**config.mk**
```make
export PLATFORM = sky130hd
export DESIGN_NAME = bounce_emulator
export DESIGN_NICKNAME = d
export VERILOG_FILES = /design/src/rtl/bounce_emulator.sv
export SDC_FILE = /design/constraint.sdc
export NUM_CORES = 1
export LEC_CHECK = 0
export CAP_MARGIN = 5
export CELL_PAD_IN_SITES_DETAIL_PLACEMENT = 0
export CELL_PAD_IN_SITES_GLOBAL_PLACEMENT = 1
export CORE_MARGIN = 2
export CORE_UTILIZATION = 50
export DETAILED_ROUTE_END_ITERATION = 10
export PLACE_DENSITY = 0.8
export SLEW_MARGIN = 20
export SYNTH_ARGS = -nofsm -noshare
export SYNTH_HDL_FRONTEND = slang
export SYNTH_SLANG_ARGS = --single-unit
```
**constraint.sdc**
```tcl
create_clock -name clock -period 5.7 [get_ports clock]
set_input_delay 0.855 -clock clock [delete_from_list [all_inputs] [get_ports clock]]
set_output_delay 0.855 -clock clock [all_outputs]
set_load 0.03 [all_outputs]
```
**src/rtl/bounce_emulator.sv**
```systemverilog
// Emulates a mechanical switch contact: a clean level change on P becomes a
// burst of pseudo-random toggles on Z, followed by a stable settle period.
module bounce_emulator #(
    parameter int          BOUNCE_CYCLES = 2048,
    parameter int          HOLD_MIN      = 16,
    parameter int          SETTLE_CYCLES = 64,
    parameter logic [15:0] LFSR_SEED     = 16'hACE1
) (
    input  logic       clock,
    input  logic       reset,
    input  logic       P,
    output logic       Z,
    output logic       busy,
    output logic [7:0] toggles
);

    typedef enum logic [1:0] {IDLE, BOUNCE, SETTLE} state_t;

    localparam logic [15:0] WIN_LAST = 16'(BOUNCE_CYCLES - 1);
    localparam logic [15:0] SET_LAST = 16'(SETTLE_CYCLES - 1);
    localparam logic [7:0]  HOLD     = 8'(HOLD_MIN);

    state_t      state, state_n;
    logic [15:0] lfsr;
    logic [15:0] window, window_n;
    logic [15:0] count, count_n;
    logic [7:0]  dwell, dwell_n;
    logic [7:0]  toggles_n;
    logic        target, target_n;
    logic        z_n, busy_n;
    logic        lfsr_fb;
    logic        toggle_ok;

    function automatic logic [7:0] sat_inc8(input logic [7:0] v);
        return (v == 8'hFF) ? v : v + 8'd1;
    endfunction

    // dwell only needs to reach HOLD, so it saturates there and stays 8 bits wide
    function automatic logic [7:0] dwell_inc(input logic [7:0] v);
        return (v >= HOLD) ? v : v + 8'd1;
    endfunction

    assign lfsr_fb   = lfsr[15] ^ lfsr[13] ^ lfsr[12] ^ lfsr[10];
    assign toggle_ok = (dwell >= HOLD) && lfsr[0] && (window < WIN_LAST);

    always_comb begin
        state_n   = state;
        z_n       = Z;
        target_n  = target;
        window_n  = window;
        dwell_n   = dwell;
        count_n   = count;
        toggles_n = toggles;
        case (state)
            IDLE: begin
                if (P != Z) begin
                    z_n       = ~Z;
                    target_n  = P;
                    window_n  = 16'd0;
                    dwell_n   = 8'd0;
                    toggles_n = 8'd1;
                    state_n   = BOUNCE;
                end
            end
            BOUNCE: begin
                window_n = window + 16'd1;
                dwell_n  = dwell_inc(dwell);
                // A level change restarts the window; it outranks the window-end exit.
                if (P != target) begin
                    target_n = P;
                    window_n = 16'd0;
                end else if (window == WIN_LAST) begin
                    z_n     = target;
                    count_n = 16'd0;
                    state_n = SETTLE;
                end
                if (toggle_ok) begin
                    z_n       = ~Z;
                    dwell_n   = 8'd0;
                    toggles_n = sat_inc8(toggles);
                end
            end
            SETTLE: begin
                count_n = count + 16'd1;
                if (P != target) begin
                    z_n       = ~Z;
                    target_n  = P;
                    window_n  = 16'd0;
                    dwell_n   = 8'd0;
                    toggles_n = 8'd1;
                    state_n   = BOUNCE;
                end else if (count == SET_LAST) begin
                    state_n = IDLE;
                end
            end
            default: state_n = IDLE;
        endcase
        busy_n = (state_n != IDLE);
    end

    always_ff @(posedge clock) begin
        if (reset) begin
            state   <= IDLE;
            lfsr    <= LFSR_SEED;
            Z       <= 1'b0;
            busy    <= 1'b0;
            toggles <= 8'd0;
            target  <= 1'b0;
            window  <= 16'd0;
            dwell   <= 8'd0;
            count   <= 16'd0;
        end else begin
            state   <= state_n;
            lfsr    <= {lfsr[14:0], lfsr_fb};
            Z       <= z_n;
            busy    <= busy_n;
            toggles <= toggles_n;
            target  <= target_n;
            window  <= window_n;
            dwell   <= dwell_n;
            count   <= count_n;
        end
    end

endmodule

```
---- Word level (Yosys, flattened, before mapping) ----
Cells that the tools add are included.
word-level totals
  input port bits ......................... 3
  bits in latches ......................... 0
  bits in read-only memories .............. 0
  memories kept ........................... 0
  RAM bits ................................ 0
  bits in registers ....................... 69
  logic and storage cells ................. 82
  output and inout port bits .............. 10
operators by class
  shift operators ......................... 0
  multiply operators ...................... 0
  reduce and logical (&&, ||, !) cells .... 14
  $lt $le $gt $ge ......................... 2
  divide/modulo/power cells ............... 0
  bitwise operators ....................... 4
  multiplexer cells ....................... 32
  add/subtract/negate cells ............... 4
  equality and inequality tests ........... 17
operators with widths
  kind                     count
  $mux W16                 5
  $mux W8                  8
  $pmux W16 S3             1
  $pmux W8 S3              2
  $add A16 B1 Y16 const B  2
  $pmux W16 S2             1
  $add A8 B1 Y8 const B    2
  $eq A16 B11 Y1 const B   1
  $eq A16 B6 Y1 const B    1
  $lt A16 B11 Y1 const B   1
  $ne A2 B2 Y1 const B     6
  $mux W2                  5
  $reduce_and A5 Y1        2
  $ne A3 B3 Y1 const B     3
  $reduce_and A3 Y1        3
  $eq A8 B8 Y1 const B     1
  $ge A8 B5 Y1 const B     1
  $mux W1                  7
  $pmux W2 S3              1
  $reduce_bool A2 Y1       3
  $reduce_and A4 Y1        1
  $pmux W1 S3              1
  $reduce_bool A3 Y1       1
  $xor A1 B1 Y1            3
  other kinds (9)          11

---- Longest topological paths before layout ----
  depth in word-level cells ............... 5
  gate-level depth with buffers ........... 10
  gate-level depth less buffers ........... 8

---- Worst setup path before layout ----
No wires, ideal clock.
  kind .................................... in2reg
  start ................................... in P
  end ..................................... reg window[15]
  slack ................................... 2918 ps
  setup time .............................. 70 ps
  path buffers ............................ 1
  data arrival time ....................... 2712 ps
  cell stages on the path ................. 7
  cell sequence ........................... buf_4 > nor2_2 > a32oi_2 > or4_4 > or3_4 > or3_1 > a21oi_1
between the ends
  longest elaborated chain between the ends .. 3
ends and longest elaborated chain
  item                                                      line        text
  from (decl)                                               11          input logic P,
  $ne A1 B1 Y1 (on tied branches)                           69, 85, 56
  $mux W16 / $ne A2 B2 Y1 (equally long branches)           n/a
  $pmux W16 S3 / $reduce_and A3 Y1 (equally long branches)  n/a
  to (signal assigned)                                      119         window <= window_n;
  to (decl)                                                 25          logic [15:0] window, window_n;
Parallel ways exist; a longest one is shown, timed or not.
A chain may end at the register's enable or synchronous reset.

---- Final worst setup path ----
  start ................................... in P
  end ..................................... reg count[7]
between the ends
  longest elaborated chain between the ends .. 3
ends and longest elaborated chain
  item                                line  text
  $ne A1 B1 Y1                        69    if (P != target) begin
  $ne A2 B2 Y1 (no source line)       n/a
  $reduce_and A3 Y1 (no source line)  n/a
  to (signal assigned)                121   count <= count_n;
  to (decl)                           26    logic [15:0] count, count_n;
Every way passes these cells.

==> qor.yml <==
status: "completed"
yosys.area.top_type: "dfxtp_1"
p_seq_share_pct: 43.9
max_freq_mhz: 315
place.gp.congestion: 0.771
setup_tns_ps: 0
rows: 28
grt_pass1_wl_um: 10500
dpl-instance-area_um2: 3280
grt_pass1_vias: 2278
numPortBuffers: 12
cp_data_required_time_ps: 5880
hp-class: "flip-flop to flip-flop"
critPathKind: "input pin to flip-flop"
core_area_um2: 5990
drt-pass1-iter-count: 4
ys.flop_type: "dfxtp_1"
cts_tree: "done"
syn_area_per_cell_um2: 8.76
syn_nets: 370
clock-sinks: 69
syn-instance-count: 357
synth_warnings: 0
tightestPinTransition_ps: 991
ys_ff_latch: 69
grt_max_degree: 34
nFillCells: 547
ir_worst_vdd_uv: 184
design_area_um2: 3480
clkSlewWorstSetupHoldPaths_ps: 70
drt_iter0_drc: 129
rr_startpoint: "window[0]"
crit_fanout: 14
cts_resized: 0
start_util_pct: 52.2
ys_types: 49
antenna_found_initial: 0
start_kind: "input pin"
die_y_um: 83.1
area_growth_pct: 11.4
drc: 0
timing.rr.end: "count[7]"
hold_slack_ps: 412
ys_async_sr_fraction_pct: 0
clkPwrFrac_pct: 32.1
clk_latency_ps: 330
synth_edf_count: 0
synth_top_area_share_pct: 44.2
ioPinCount: 13
rsz0062_at_grt: "no"
crit_start: "P"
slew_viol_final: 0
num_antenna_cells: 0
seq_area_frac_synth_pct: 44.2
cts_buffers: 9
place_ws_ps: 2140
syn-cell-area_um2: 3130
dp_hpwl_um: 4040
fin_ws_ps: 2520
via_count: 2385
hold_viol: 0
finClkSkew_ps: 5.17
power_density_nw_per_um2: 354
arrival_ps: 3360
maxCapViolations: 0
maxSlewHeadroom_pct: 33.5
critPathCaptureType: "flip-flop"
clk_path_buf_depth: 2
r2r_cells: 7
ant_nets: 0
htree_levels: 3
grt_usage_pct: 18.3
comb_power_share_pct: 24.1
routedWlPerCell_um: 13.3
post-cts-setup-buffers: 0
die_area_um2: 6900
power.internal_uw: 829
totalWireLength_um: 5940
switching_share_pct: 32.7
leakagePower_uw: 0.00126
min_period_ps: 3180
globalRouteOverflowTotal: 0
final_layout_size_suffix_gt1_share_pct: 8.87
vias_per_cell: 5.34
critical_path.endpoint: "count[7]"
nNetsFinal: 380
synth.area.top_cells: "dfxtp_1 (44%), nor2_1 (5.3%), xnor2_1 (5.0%)"
timing.final.crit_share_pct: 55.7
finalSetupViolCount: 0
die_w_um: 83.1
p_sw_uw: 403
root_buffer: "clkbuf_8"
regToRegSetupSlack_ps: 2720
hold_buffers: 0
## per-stage QoR
stage	utilization [%]	total power [uW]	instances
finish	58.2	1230	447
global route	58.2	1310	447
CTS	58.2	1250	447
detailed placement	54.8	848	431
global placement	54.8	845	431
floorplan	-	773	357
## flip-flops by register name, indices dropped and copies added (netlist names)
name / count
state: 2
target: 1
lfsr: 16
count: 16
window: 16
Z: 1
busy: 1
dwell: 8
toggles: 8
## synth_stat cells, types with 3 or more instances
| library cell | instances |
|---|---|
| a21oi_1 | 16 |
| a31oi_1 | 6 |
| and3_1 | 12 |
| and4_1 | 3 |
| clkbuf_1 | 11 |
| dfxtp_1 | 69 |
| ha_1 | 10 |
| inv_1 | 9 |
| nand2_1 | 29 |
| nand2b_1 | 4 |
| nand3_1 | 13 |
| nand4_1 | 11 |
| nor2_1 | 44 |
| nor2b_1 | 11 |
| nor3_1 | 8 |
| nor3b_1 | 3 |
| nor4_1 | 7 |
| o21ai_0 | 10 |
| o21ai_1 | 3 |
| or2_2 | 8 |
| or3_1 | 3 |
| or4_1 | 3 |
| xnor2_1 | 18 |
| xor2_1 | 15 |
## logic make-up after synthesis
family	count (synthesis)	synth area share [%]
compound gates	51	10.7
xor+xnor	33	9.24
fa+ha+maj	10	4.00
buf+inv	23	3.16
flops	69	44.2
simple gates	171	28.8
## worst min-delay path by stage
stage	startpoint	depth (start not counted)	to
finish	lfsr[6]	1	lfsr[7]
floorplan	lfsr[9]	1	lfsr[10]
global placement	lfsr[6]	1	lfsr[7]
global route	lfsr[9]	1	lfsr[10]
detailed placement	lfsr[9]	1	lfsr[10]
CTS	lfsr[5]	1	lfsr[6]
## layer usage
metal | up-vias | share of wire (%) | GRT usage, %
li1 | 1263 | - | -
met1 | 1086 | 53 | 26.1
met2 | 32 | 43 | 27.3
met3 | 4 | 4.0 | 4.47
met4 | 0 | 0.79 | 5.37
met5 | - | 0 | 0
## critical path, stage by stage
cell and delay (ps):
clkdlybuf4s50_1 580, xnor2_1 630, and3_1 280, nand2_1 70, o21ai_1 800, nor2_1 130
## power groups by stage
stage / registers, uW / logic (uW) / clock network [uW]
6_report: 541 / 296 / 395
2_1_floorplan: 565 / 209 / 0
3_5_place_dp: 552 / 296 / 0
5_1_grt: 545 / 333 / 428
4_1_cts: 541 / 298 / 407
3_3_place_gp: 551 / 294 / 0
## cell usage in the layout, fill, tap and decap left out, drive strengths merged, types with 4 or more instances in the layout
cell,n
ha,10
nand2b,4
clkbuf,10
dfxtp,69
a31oi,6
xor2,15
or4,4
and3,12
nor4,7
nand2,29
nor2,45
or2,9
xnor2,18
clkdlybuf4s50,12
nor3,8
nand4,11
nor2b,11
o21ai,13
inv,9
a21oi,16
or3,4
nand3,13
## cell type report
| type | count | area, um2 | share of cell area (%) |
|---|---|---|---|
| clock buffer | 10 | 138 | 3.95 |
| clock inverter | 6 | 62.6 | 1.80 |
| timing repair buffer | 13 | 128 | 3.66 |
| sequential | 69 | 1380 | 39.6 |
| inverter | 9 | 33.8 | 0.969 |
| tap | 75 | 93.8 | 2.69 |
| multi-input combinational | 265 | 1650 | 47.3 |
No activity file was read; power rests on OpenSTA's default activity.
